--- config.mk ---
export PLATFORM = sky130hd
export DESIGN_NAME = bus_txn_arbiter
export DESIGN_NICKNAME = d
export VERILOG_FILES = /design/src/rtl/bus_txn_arbiter.sv
export SDC_FILE = /design/constraint.sdc
export NUM_CORES = 1
export LEC_CHECK = 0
export BUFFER_PORTS_ARGS = -buffer_cell sky130_fd_sc_hd__buf_2
export CAP_MARGIN = 20
export CORE_MARGIN = 4
export CORE_UTILIZATION = 36
export CTS_CLUSTER_SIZE = 16
export DETAILED_ROUTE_END_ITERATION = 16
export GPL_TIMING_DRIVEN = 0
export PLACE_DENSITY = 0.65
export SETUP_SLACK_MARGIN = 0.02
export SLEW_MARGIN = 20
export SYNTH_ARGS = -nofsm -noshare
export SYNTH_HDL_FRONTEND = slang
export SYNTH_SLANG_ARGS = --single-unit
--- constraint.sdc ---
create_clock -name CLK -period 2.2 [get_ports CLK]
set_input_delay 0.11 -clock CLK [delete_from_list [all_inputs] [get_ports CLK]]
set_output_delay 0.11 -clock CLK [all_outputs]
set_load 0.005 [all_outputs]
--- src/rtl/bus_txn_arbiter.sv ---
// Round-robin arbiter that shares one serial bus master among four read requesters.
// Optional watchdog on the WAIT state is built when BUS_ARB_TIMEOUT_EN is defined.
module bus_txn_arbiter #(
    parameter int unsigned TIMEOUT = 64
) (
    input  logic        CLK,
    input  logic        RST,
    input  logic [3:0]  REQ,
    input  logic [31:0] REQ_ADDR,
    output logic [3:0]  GNT,
    output logic [3:0]  RSP_VALID,
    output logic [7:0]  RSP_DATA,
    output logic        RSP_ERR,
    output logic        M_START,
    output logic [7:0]  M_ADDR,
    input  logic        M_DONE,
    input  logic [7:0]  M_DATA,
    output logic [7:0]  TO_COUNT,
    output logic [1:0]  DBG_STATE
);

    // Handshake: a requester holds REQ (and its address slice) as a level until its
    // one-cycle RSP_VALID; M_START and M_DONE are single-cycle strobes, M_ADDR is held.
    typedef enum logic [1:0] {S_IDLE, S_ISSUE, S_WAIT, S_RESP} state_t;

    state_t     state, state_nxt;
    logic [1:0] ptr, ptr_d;
    logic [1:0] sel_idx;
    logic [1:0] gnt_idx, gnt_idx_d;
    logic       expired;

    logic [3:0] gnt_d, rsp_valid_d;
    logic [7:0] rsp_data_d, m_addr_d;
    logic       rsp_err_d, m_start_d;

    assign DBG_STATE = state;

    // Scan downwards so the requester closest to ptr overwrites the others.
    always_comb begin
        sel_idx = ptr;
        for (int i = 3; i >= 0; i--) begin
            if (REQ[ptr + 2'(i)]) sel_idx = ptr + 2'(i);
        end
    end

`ifdef BUS_ARB_TIMEOUT_EN
    logic [7:0] wd_cnt;
    logic [7:0] to_cnt;

    assign expired  = (state == S_WAIT) && (wd_cnt == 8'(TIMEOUT - 1));
    assign TO_COUNT = to_cnt;

    always_ff @(posedge CLK or posedge RST) begin
        if (RST) begin
            wd_cnt <= 8'h00;
            to_cnt <= 8'h00;
        end else begin
            if (state == S_ISSUE) wd_cnt <= 8'h00;
            else if (state == S_WAIT) wd_cnt <= wd_cnt + 8'h01;
            // A completion in the expiry cycle is not a timeout.
            if (expired && !M_DONE && to_cnt != 8'hFF) to_cnt <= to_cnt + 8'h01;
        end
    end
`else
    logic unused_timeout;
    assign unused_timeout = ^TIMEOUT;
    assign expired        = 1'b0;
    assign TO_COUNT       = 8'h00;
`endif

    always_ff @(posedge CLK or posedge RST) begin
        if (RST) state <= S_IDLE;
        else     state <= state_nxt;
    end

    always_comb begin
        state_nxt = state;
        case (state)
            S_IDLE:  if (|REQ) state_nxt = S_ISSUE;
            S_ISSUE: state_nxt = S_WAIT;
            S_WAIT:  if (M_DONE || expired) state_nxt = S_RESP;
            S_RESP:  state_nxt = S_IDLE;
            default: state_nxt = S_IDLE;
        endcase
    end

    // Next values for the registered outputs; everything leaves through flops.
    always_comb begin
        gnt_d       = GNT;
        gnt_idx_d   = gnt_idx;
        rsp_valid_d = 4'b0000;
        rsp_data_d  = RSP_DATA;
        rsp_err_d   = RSP_ERR;
        m_start_d   = 1'b0;
        m_addr_d    = M_ADDR;
        ptr_d       = ptr;
        case (state)
            S_IDLE: begin
                if (|REQ) begin
                    gnt_d     = 4'b0001 << sel_idx;
                    gnt_idx_d = sel_idx;
                    m_addr_d  = REQ_ADDR[{sel_idx, 3'b000} +: 8];
                    m_start_d = 1'b1;
                end
            end
            S_WAIT: begin
                if (M_DONE) begin
                    rsp_data_d  = M_DATA;
                    rsp_err_d   = 1'b0;
                    rsp_valid_d = GNT;
                end else if (expired) begin
                    rsp_data_d  = 8'h00;
                    rsp_err_d   = 1'b1;
                    rsp_valid_d = GNT;
                end
            end
            S_RESP: begin
                gnt_d = 4'b0000;
                ptr_d = gnt_idx + 2'd1;
            end
            default: ;
        endcase
    end

    always_ff @(posedge CLK or posedge RST) begin
        if (RST) begin
            GNT       <= 4'b0000;
            gnt_idx   <= 2'd0;
            RSP_VALID <= 4'b0000;
            RSP_DATA  <= 8'h00;
            RSP_ERR   <= 1'b0;
            M_START   <= 1'b0;
            M_ADDR    <= 8'h00;
            ptr       <= 2'd0;
        end else begin
            GNT       <= gnt_d;
            gnt_idx   <= gnt_idx_d;
            RSP_VALID <= rsp_valid_d;
            RSP_DATA  <= rsp_data_d;
            RSP_ERR   <= rsp_err_d;
            M_START   <= m_start_d;
            M_ADDR    <= m_addr_d;
            ptr       <= ptr_d;
        end
    end

endmodule

==> flow_metrics.tcl <==
set metrics [dict create \
    outcome "finished clean" \
    finalCritPeriodShare_pct 88.2 \
    cts_hold_buf 1 \
    worstPathRequired_ns 2.36 \
    yosys_warnings 0 \
    fillCellCount 429 \
    pre_cts_slack_ns 0.279 \
    ys_seq_area_share_pct 45.8 \
    drtIter0Drc 62 \
    row_count 24 \
    cts_num_sinks 31 \
    coreArea_um2 4440 \
    start_util_pct 38.1 \
    hp-class "primary input to register" \
    ant_nets 0 \
    layout_min_cycle_time_ns 1.94 \
    setup_ws_ns 0.259 \
    power_density_nw_per_um2 1180 \
    ir_worst_vdd_uv 434 \
    worst-path-max-fanout 9 \
    grt_pass1_wl_um 7240 \
    synthArstFlopShare_pct 100 \
    overflow 0 \
    diodes 0 \
    setup_viol 0 \
    insertion_delay_ns 0.27 \
    dpl.hpwl_um 3180 \
    grt_usage_pct 15.1 \
    grt_setup_unrepaired "no" \
    cts_setup_buffers 0 \
    yosysUniqueCellTypes 38 \
    drv_slew 0 \
    regToRegStartpoint "ptr[1]" \
    total_power_mw 2.65 \
    skew_ns 0.00769 \
    die_area_um2 5870 \
    crit_start "ptr[1]" \
    fp.dieW_um 76.6 \
    ff_latch_area_um2 776 \
    cts_tree "done" \
    yosys_register_bits 31 \
    critical_path_class "register to register" \
    io_buffers 73 \
    hp-start "M_DATA[7]" \
    layout-drive-gt1-share_pct 42.6 \
    start_kind "register" \
    multi_input_area_um2 818 \
    synthTopCellsByArea "dfrtp_1 (46%), mux2_2 (5.3%), mux2i_1 (4.1%)" \
    fmax_mhz 515 \
    postCtsResizedCells 0 \
    synthFlopType "dfrtp_1" \
    critPathCaptureType "register" \
    synth_top_area_share_pct 45.8 \
    hold_viol 0 \
    fp.dieH_um 76.6 \
    nets 300 \
    num_vias 1485 \
    gp_congestion 0.755 \
    area_growth_syn_to_layout_pct 32.9 \
    maxCapViolations 0 \
    cts_max_level 2 \
    relSlewSlack_pct 56.2 \
    worstMarginPinSlew_ns 0.656 \
    wl_um 4160 \
    power_leakage_nw 1.19 \
    synthCells 160 \
    clk_pin_slew_ns 0.07 \
    io_pins 83 \
    grt_antenna_before_repair 0 \
    netlist_area_um2 1690 \
    cts_buffer_depth 2 \
    wire_per_inst_um 13.8 \
    grt_max_degree 32 \
    yosys.area.top_type "dfrtp_1" \
    numCtsBuffers 5 \
    via_per_inst 4.93 \
    syn_area_per_cell_um2 10.6 \
    grt_pass1_vias 1552 \
    tns_ns 0 \
    drc 0 \
    first_pass_iters 4 \
    clock-root-buffer "clkbuf_8" \
    cp.arrival_ns 2.10 \
    synth_enable_flop_cells 0 \
]
[cell families after synthesis]
| kind of cell | Yosys count | share of synthesized area [%] |
|---|---|---|
| xor gates and xnor gates | 1 | 0.517 |
| other | 1 | 0.221 |
| DFF | 31 | 45.8 |
| AOI/OAI and AO/OA | 41 | 17.8 |
| muxes | 16 | 10.3 |
| adders and majority gates | 4 | 2.95 |
| buffers and inverters | 19 | 7.68 |
| and+or+nand+nor | 47 | 14.7 |
[path summary, 6_finish.rpt]
| check | end | slack (ns) | cells past startpoint |
|---|---|---|---|
| hold / removal | RSP_DATA[7] | 0.06 | 2 |
| max in group asynchronous | M_ADDR[5] | 1.29 | 3 |
| hold reg to reg | M_ADDR[0] | 0.49 | 2 |
| setup / recovery | M_ADDR[5] | 0.26 | 6 |
| min in group asynchronous | M_ADDR[1] | 0.47 | 3 |
| setup reg to reg | M_ADDR[5] | 0.26 | 6 |
[stage by stage]
| stage | utilization [%] | hold WS [ns] | instances | instance area [um^2] |
|---|---|---|---|---|
| 2_1_floorplan | - | 0.214 | 168 | 1720 |
| 3_3_place_gp | 48.5 | 0.343 | 293 | 2150 |
| 3_5_place_dp | 48.5 | 0.250 | 293 | 2150 |
| 4_1_cts | 50.7 | 0.0592 | 301 | 2250 |
| 5_1_grt | 50.7 | 0.0602 | 301 | 2250 |
| 6_report | 50.7 | 0.0648 | 301 | 2250 |
[cell type report]
cell class	instances	share of cell area, %
clock inverters	1	0.222
inverters	6	1.00
flip-flops and latches	31	34.4
repair buffers	74	16.7
clock buffers	6	3.67
plain buffers	13	4.78
multi-input cells	118	36.3
well taps	52	2.89
[state kept, by name, summed over array words and instances (netlist names)]
signal / count
gnt_idx: 2
RSP_VALID: 4
M_ADDR: 8
M_START: 1
GNT: 4
ptr: 2
RSP_DATA: 8
DBG_STATE: 2
[layout by cell type, fill, tap and decap left out, types with 5 or more instances in the layout]
| cell | Yosys | layout |
|---|---|---|
| o211ai_1 | 7 | 7 |
| conb_1 | 1 | 9 |
| mux2_2 | 8 | 8 |
| buf_4 | 9 | 9 |
| buf_2 | 1 | 74 |
| and3_1 | 5 | 5 |
| o21ai_0 | 9 | 9 |
| nand2_1 | 17 | 17 |
| clkbuf_8 | 0 | 6 |
| dfrtp_1 | 31 | 31 |
| nand3_1 | 9 | 9 |
| a21o_1 | 9 | 9 |
| mux2i_1 | 7 | 7 |
| nor2_1 | 5 | 5 |
[routing by layer]
metal / part of all wire, % / GRT usage (%) / wire length [um]
met4: 0.96 / 4.17 / 40
met2: 48 / 24.0 / 1990
met5: 0 / 0 / 0
met1: 44 / 20.4 / 1820
met3: 7.5 / 4.02 / 312
[critical path, stage by stage (launching register included)]
cell,delay (ns)
dfrtp_1,0.45
nor3b_2,0.21
a2111o_1,0.40
buf_6,0.16
nand2_8,0.08
mux2_4,0.30
o221a_1,0.22
[cells in the mapped netlist, types with 2 or more instances]
cell type and number:
a21o_1 9, a21oi_1 4, a32o_1 2, and3_1 5, buf_4 9, dfrtp_1 31, ha_1 4, inv_1 5
mux2_2 8, mux2i_1 7, nand2_1 17, nand2b_1 3, nand3_1 9, nand4_1 2, nor2_1 5, o211ai_1 7
o21ai_0 9, o21ai_1 4
[power by group]
part / switching [mW] / internal [mW] / total [mW] / leakage (nW)
Sequential: 0.143 / 0.817 / 0.960 / 0.385
Combinational: 0.639 / 0.608 / 1.25 / 0.753
Clock: 0.199 / 0.245 / 0.444 / 0.0470
Power figures use the tool's default switching activity.
